**config.mk**
```make
export PLATFORM = sky130hd
export DESIGN_NAME = ssd_to_hex_reader
export DESIGN_NICKNAME = d
export VERILOG_FILES = /design/src/rtl/ssd_to_hex_reader.sv
export SDC_FILE = /design/constraint.sdc
export NUM_CORES = 1
export LEC_CHECK = 0
export BUFFER_PORTS_ARGS = -buffer_cell sky130_fd_sc_hd__buf_4
export CORE_MARGIN = 2
export CORE_UTILIZATION = 52
export CTS_CLUSTER_DIAMETER = 40
export CTS_CLUSTER_SIZE = 12
export DETAILED_ROUTE_END_ITERATION = 8
export MAX_ROUTING_LAYER = met4
export PLACE_DENSITY = 0.75
export SYNTH_ARGS = -nofsm -noshare
export SYNTH_HDL_FRONTEND = slang
export SYNTH_SLANG_ARGS = --single-unit
```
**constraint.sdc**
```tcl
create_clock -name Clk -period 5.8 [get_ports Clk]
set_input_delay 0.29 -clock Clk [delete_from_list [all_inputs] [get_ports Clk]]
set_output_delay 0.29 -clock Clk [all_outputs]
set_load 0.05 [all_outputs]
```
**src/rtl/ssd_to_hex_reader.sv**
```systemverilog
// ssd_to_hex_reader
// Reads an active-low seven-segment pattern (bit0=a .. bit6=g) and decodes
// it into a hex digit. A pattern must be seen on STABLE consecutive enabled
// samples before it is acted on. Each qualification of the pattern reports
// one of three results:
//   - Valid/Q : the pattern is a legal hex glyph, and Q holds its digit
//   - Blank   : the pattern is 7'h7F (all segments off)
//   - Err     : the pattern is anything else
// Optional feature: define SSD_TO_HEX_READER_ERRCNT_EN to build the 8-bit
// saturating counter of qualified illegal patterns on ErrCnt. Without the
// macro, ErrCnt is tied to zero and no counter register exists.
module ssd_to_hex_reader #(
  parameter int STABLE = 3
) (
  input  logic       Clk,
  input  logic       Clr,
  input  logic       En,
  input  logic [6:0] SSD,
  output logic [3:0] Q,
  output logic       Valid,
  output logic       Err,
  output logic       Blank,
  output logic [7:0] ErrCnt
);

  // Qualification threshold, resized to the width of the sample counter.
  localparam logic [3:0] STABLE_C  = 4'(STABLE);

  // Pattern with all segments off.
  localparam logic [6:0] BLANK_PAT = 7'h7F;

  // The two states are not stored separately; they are read from cnt.
  localparam logic       ST_SETTLE = 1'b0;
  localparam logic       ST_LOCKED = 1'b1;

  // Returns {legal, digit} for an active-low segment pattern.
  function automatic logic [4:0] seg_decode(input logic [6:0] pat);
    logic [4:0] r;
    case (pat)
      7'h40:   r = {1'b1, 4'h0};
      7'h79:   r = {1'b1, 4'h1};
      7'h24:   r = {1'b1, 4'h2};
      7'h30:   r = {1'b1, 4'h3};
      7'h19:   r = {1'b1, 4'h4};
      7'h12:   r = {1'b1, 4'h5};
      7'h02:   r = {1'b1, 4'h6};
      7'h78:   r = {1'b1, 4'h7};
      7'h00:   r = {1'b1, 4'h8};
      7'h10:   r = {1'b1, 4'h9};
      7'h08:   r = {1'b1, 4'hA};
      7'h03:   r = {1'b1, 4'hB};
      7'h46:   r = {1'b1, 4'hC};
      7'h21:   r = {1'b1, 4'hD};
      7'h06:   r = {1'b1, 4'hE};
      7'h0E:   r = {1'b1, 4'hF};
      default: r = {1'b0, 4'h0};
    endcase
    return r;
  endfunction

  // Saturating 8-bit increment for the error counter.
  function automatic logic [7:0] sat_inc8(input logic [7:0] v);
    return (v == 8'hFF) ? v : v + 8'd1;
  endfunction

  logic [6:0] prev;
  logic [3:0] cnt;
  logic       state;
  logic       change;
  logic       same_settle;
  logic [3:0] cnt_nxt;
  logic       qualify;
  logic [4:0] dec;
  logic       is_legal;
  logic       is_blank;
  logic       is_illegal;

  // Next-state decision: a new pattern, or another matching sample while
  // still settling. A LOCKED pattern never qualifies again, so each
  // episode is reported once. With STABLE=1, a new pattern qualifies on
  // the same edge that loads it.
  always_comb begin
    state       = (cnt == STABLE_C) ? ST_LOCKED : ST_SETTLE;
    change      = En && (SSD != prev);
    same_settle = En && (SSD == prev) && (state == ST_SETTLE);
    cnt_nxt     = cnt;
    if (change) begin
      cnt_nxt = 4'd1;
    end else if (same_settle) begin
      cnt_nxt = cnt + 4'd1;
    end
    qualify     = (change || same_settle) && (cnt_nxt == STABLE_C);
    dec         = seg_decode(SSD);
    is_legal    = dec[4];
    is_blank    = (SSD == BLANK_PAT);
    is_illegal  = !is_legal && !is_blank;
  end

  // Sample history and decoded outputs. Clr wins over everything else.
  // A new pattern clears the flags, and Q keeps its last value. On the
  // qualifying edge, the flags follow the class of the pattern. Both
  // assignments are in one block, so with STABLE=1 the qualification
  // overrides the clearing.
  always_ff @(posedge Clk) begin
    if (Clr) begin
      prev  <= BLANK_PAT;
      cnt   <= STABLE_C;
      Q     <= 4'h0;
      Valid <= 1'b0;
      Err   <= 1'b0;
      Blank <= 1'b1;
    end else begin
      if (change) begin
        prev  <= SSD;
        Valid <= 1'b0;
        Err   <= 1'b0;
        Blank <= 1'b0;
      end
      cnt <= cnt_nxt;
      if (qualify) begin
        if (is_legal) begin
          Q     <= dec[3:0];
          Valid <= 1'b1;
          Err   <= 1'b0;
          Blank <= 1'b0;
        end else if (is_blank) begin
          Valid <= 1'b0;
          Err   <= 1'b0;
          Blank <= 1'b1;
        end else begin
          Valid <= 1'b0;
          Err   <= 1'b1;
          Blank <= 1'b0;
        end
      end
    end
  end

`ifdef SSD_TO_HEX_READER_ERRCNT_EN
  logic [7:0] err_cnt;

  // Counts qualified illegal episodes, and stops at 255.
  always_ff @(posedge Clk) begin
    if (Clr) begin
      err_cnt <= 8'h00;
    end else if (qualify && is_illegal) begin
      err_cnt <= sat_inc8(err_cnt);
    end
  end

  assign ErrCnt = err_cnt;
`else
  assign ErrCnt = 8'h00;
`endif

endmodule

```
* Word-level counts from Yosys, hierarchy flattened *
Index checks and enable logic that the tools add are counted.

cells by class
  $add $sub $neg = 1
  multipliers = 0
  div/mod/pow operators = 0
  order comparisons = 0
  equality and inequality tests = 20
  shift-type cells = 0
  multiplexer cells = 13
  bitwise logic cells = 1
  reductions and logical operators = 8

operator list
  cell                 count
  $pmux 5 s16          1
  $eq 7x7->1 const B   5
  $eq 7x5->1 const B   3
  $eq 7x6->1 const B   3
  $eq 7x2->1 const B   2
  $eq 7x4->1 const B   2
  $mux 1               10
  $eq 4x2->1 const B   2
  $mux 4               2
  $eq 7x3->1 const B   1
  $eq 7x7->1           1
  $logic_not 7->1      1
  $ne 7x7->1           1
  $add 4x1->4 const B  1
  $logic_and 1x1->1    4
  $reduce_and 2->1     1
  $reduce_bool 2->1    1
  $logic_or 1x1->1     1
  $not 1->1            1

word-level totals
  bits in registers = 18
  latch bits = 0
  memory bits (writable) = 0
  ROM bits = 0
  input bits = 10
  memories = 0

* Depth between registers and ports, before layout *
  word-level depth = 9
  depth in mapped cells = 7
  mapped depth without buffers = 6

* Worst setup path before layout *
No wires, ideal clock.

  path type = register -> register
  start point = register cnt[0]
  end point = register Err
  library setup time = 0.071 ns
  data arrival time = 1.804 ns
  required time = 5.729 ns
  setup slack = 3.926 ns
  stages on the path, launching flop included = 7
  buffers on the path = 0
  clock period less this slack = 1.874 ns
  path through = dfxtp_1 ha_1 xor2_1 nor4b_2 nor4b_4 or4b_1 a21oi_1

between the ends
  longest elaborated chain between the ends = 9

RTL lines
  element                                              line  text
  start: declaration                                   67    logic [3:0] cnt;
  start signal: assignment                             119   cnt <= cnt_nxt;
  branches (longest 7 deep; another with $add 4x1->4)  -
  $logic_and 1x1->1 *                                  92    qualify = (change || same_settle) && (cnt_nxt == STABLE_C);
  $mux 1 or $reduce_bool 2->1 (tied branches)          -
  end signal: assignment                               116   Err <= 1'b0;
  end signal: assignment                               124   Err <= 1'b0;
  end signal: assignment                               128   Err <= 1'b0;
  end: declaration                                     21    output logic Err,

Every way passes the cells marked *.
A chain may end at the register's enable or synchronous reset.

* Final worst setup path *
  start point = register cnt[0]
  end point = register Q[1]

between the ends
  longest elaborated chain between the ends = 9

RTL lines
  element                                              line  text
  branches (longest 7 deep; another with $add 4x1->4)  -
  $logic_and 1x1->1 *                                  92
  $reduce_and 2->1 (no source line) *                  -
  end signal: assignment                               122   Q <= dec[3:0];
  end: declaration                                     19    output logic [3:0] Q,

Marked as above.

==> results by stage <==
Status:
- The run finished with clean final reports.

Synth:
- The total of flip-flops plus latches after synthesis is 18.
- The summed instance area of the synthesized netlist is 1349 sq um.
- Synthesis produced 159 cells.
- For this run, asynchronously set or reset flops after synthesis account for 0%.
- The Yosys step of the flow raised 0 warnings.
- The average cell area after synthesis is 8.483 sq um.
- Sequential cells were found to cover 26.72% of the synthesized design area.
- Counting distinct cell types in the post-synthesis netlist gives 55.
- The predominant post-synthesis flop cell is dfxtp_1.
- The number of synthesized flops with an enable pin is 0.

Route:
- The first routing iteration left 35 violations.
- The total wire length after detailed routing is 2.658 mm.
- The post-detailed-route count of antenna-violating nets is 0.
- For this block, wires on met1 add up to 1.231 mm.
- In the routed design, unresolved DRC markers number 0.
- The wire length per cell after detailed routing is 13.70 um.
- Summed over all nets, wire length on met3 after detailed routing comes to 151 um.
- The via count normalized by instance count is 5.928.
- Wire segments on met2 add up to 1.260 mm in the final route.
- The first detailed-routing pass took 4 iterations.
- The detailed router placed 1150 vias in this run.
- The top routing layer in use is met4.

Critical path:
- The number of buffers and inverters on the critical path is 0.
- Traced cell by cell, the critical path runs through ha_1 -> xor2_1 -> nor4b_2 -> nor4b_4 -> o21ai_1 -> mux2_1.
- The maximum single-stage delay on the critical path is 360 ps.
- STA classifies the critical path endpoint as a flop.
- Among all stages on the critical path, the largest delay is contributed by dfxtp_1.
- STA classifies the critical path startpoint as a flop.
- Along the worst path, the maximum fanout reaches 5.
- The worst setup slack for register-to-register paths is 3770 ps.
- For the worst setup path, the data arrival time is 2220 ps.
- STA puts the critical path data required time at 5990 ps.
- By startpoint and endpoint, the worst setup path is classified as reg -> reg.
- The cell family contributing the most delay on the critical path is simple AND/OR/NAND/NOR gates.

Floorplan:
- The die is 54.93 um wide.
- The placeable core region is 2477 sq um.
- In this run the count of I/O pins placed on the die edge is 25.
- The row count is 18.
- The die covers 3017 sq um.
- The die height is 54.93 um.
- For this configuration, the core starts out at a cell density of 54.44%.

Clocking:
- The post-CTS repair timing setup buffer count is 0.
- The TritonCTS sink count is 18.
- The clock latency of the later-clocked register in the worst-skew pair is 290 ps.
- Clock tree synthesis selected as its root buffer the cell clkbuf_4.
- The number of buffers inserted during clock tree synthesis is 3.
- Clock-pin slew was measured on the worst setup and hold paths at 100 ps.
- The clock tree from TritonCTS is built.
- In this run, post-CTS repair resized a total of 0 instances.
- In this run the deepest clock path goes through 2 buffers.
- The number of H-tree branching levels is 1.
- After clock tree synthesis, the flow added hold-fix buffers numbering 0.

Global route:
- The largest net degree at the start of global routing is 22.
- The number of antenna violations at the first check in global routing is 0.
- The wire length of the first global-routing pass is 4.091 mm.
- The via count of the first global-routing pass is 953.
- For this run the aggregate overflow at the end of global routing stands at 0.
- Across every metal layer, demand over resource in global routing totals 19.28%.

STA:
- The max-slew violation total from the final report is 0.
- Setup repair after global routing left no endpoint under its margin.
- The share of the cycle needed by the critical path after routing is 35.02%.
- The timing-limited maximum frequency is 0.4923 GHz.
- In the final timing run, aggregate negative setup slack is 0 ps.
- Setup violations remaining at the end of the flow were counted as 0.
- Setup slack closes at 3769 ps.
- The final-report hold violation count is 0.
- The largest clock skew in the final design is 2.063 ps.
- The worst hold margin is 305.6 ps.
- The time the final worst path needs with I/O delays and setup is 2031 ps.

Placed design:
- The quantity of I/O buffers inserted on ports is 16.
- Once detailed placement completed, the half-perimeter wirelength came to 1.829 mm.
- The weighted congestion reported at the end of routability-driven placement is 0.8015.
- The setup slack at placement is 3775 ps.

Flow run:
- The number of violations of the max-capacitance limit is 0.

Power and ir drop:
- The portion of total power attributed to sequential cells is 47.4%.
- The leakage power figure is 0.5474 nW.
- The switching fraction of total power is 30.97%.
- The combinational power share is 24.7%.
- In this run, the clock network consumes 27.9% of the power.
- Across the VDD grid, the largest voltage drop is 0.1561 mV.
- The net switching power figure is 85.69 uW.
- Power spread over the standard cell area amounts to 192.3 nW/um^2.
- The cell-internal power is 191.0 uW.

Min path:
- The type of the most critical hold path is in -> reg.

Cells and area:
- The relative area change from synthesis to final layout is 6.679%.
- After filler insertion, the fill cell instance count of the layout stands at 237.
- The repair_antennas step left the layout with diodes totalling 0.
- The number of nets in the final layout is 176.
- The layout cell share with drive strength beyond 1 is 17.07%.
[per-stage QoR]
| stage | total power [mW] | utilization (%) | cell area [sq um] | cells |
|---|---|---|---|---|
| final | 0.2767 | 58.08 | 1439 | 194 |
| after global routing | 0.2912 | 58.08 | 1439 | 194 |
| after CTS | 0.2808 | 58.08 | 1439 | 194 |
| after detailed placement | 0.2023 | 56.62 | 1403 | 190 |
| after global placement | 0.2004 | 56.62 | 1403 | 190 |
| after floorplan | 0.1949 | - | 1375 | 166 |
[registers in the layout (all words and copies together), names as in the netlist]
signal,cells
prev,7
Q,4
cnt,4
Blank,1
Err,1
Valid,1
[synthesized netlist by cell type (2+ instances only)]
master     instances  area, sq um
dfxtp_1           18        360.4
nand2_1           13        48.80
nor2b_1           12        75.07
a211o_1            9        78.83
buf_2              8        40.04
buf_4              8        60.06
nor3_1             6        30.03
nand2b_1           5        31.28
nor2_1             5        18.77
xnor2_1            5        43.79
a21oi_1            4        20.02
clkbuf_1           4        15.01
o31ai_1            4        30.03
a31oi_1            3        18.77
nand3_1            3        15.01
o211ai_1           3        22.52
or3_1              3        18.77
xnor2_2            3        48.80
a2bb2oi_1          2        17.52
inv_1              2        7.510
nor3b_1            2        15.01
nor4bb_1           2        20.02
o21ai_0            2        10.01
o21ai_1            2        10.01
[cell families after synthesis]
family / Yosys count / share of synthesized area (%)
buffers and inverters: 24 / 10.20
AO/OA/AOI/OAI: 39 / 21.99
AND/OR/NAND/NOR: 65 / 30.80
other: 1 / 0.2780
adder cells (fa/ha/maj): 1 / 0.9275
flip-flops: 18 / 26.72
multiplexers: 2 / 1.577
XOR/XNOR: 9 / 7.514
[power by group through the flow]
stage                     Sequential (mW)  Clock, mW  Combinational (mW)
final                               0.131     0.0772              0.0684
after global routing                0.132     0.0848              0.0748
after CTS                           0.131     0.0811              0.0685
after detailed placement            0.134          0              0.0682
after global placement              0.134          0              0.0665
after floorplan                     0.135          0              0.0596
[cells in the final DEF (no fill, tap or decap), types with 3 or more instances in the layout]
master,n
o31ai_1,4
dfxtp_1,18
xnor2_1,5
conb_1,8
xnor2_2,3
nor3_1,6
nor2b_1,12
clkbuf_4,3
nor2_1,5
buf_4,16
a211o_1,9
o211ai_1,3
nand3_1,3
a31oi_1,3
or3_1,3
a21oi_1,4
nand2b_1,5
nand2_1,13
[layout make-up]
type | count | area, sq um | share of cell area, %
inverter | 2 | 7.507 | 0.5217
multi-input combinational | 124 | 877.1 | 60.96
tap | 30 | 37.54 | 2.609
timing repair buffer | 16 | 120.1 | 8.348
clock buffer | 4 | 36.28 | 2.522
sequential | 18 | 360.3 | 25.04
[path summary, 6_finish.rpt]
kind,start,cells past startpoint,end
worst max-delay path,cnt[0],6,Q[1]
worst min-delay path,SSD[6],2,prev[6]
worst max register to register,cnt[0],6,Q[1]
worst min register to register,Q[2],2,Q[2]
[per-layer routing]
metal | up-vias | global-route usage (%)
met4 | 0 | 4.878
met5 | - | -
li1 | 577 | -
met3 | 2 | 4.839
met2 | 40 | 31.94
met1 | 531 | 23.47
(Power assumes the default switching activity.)
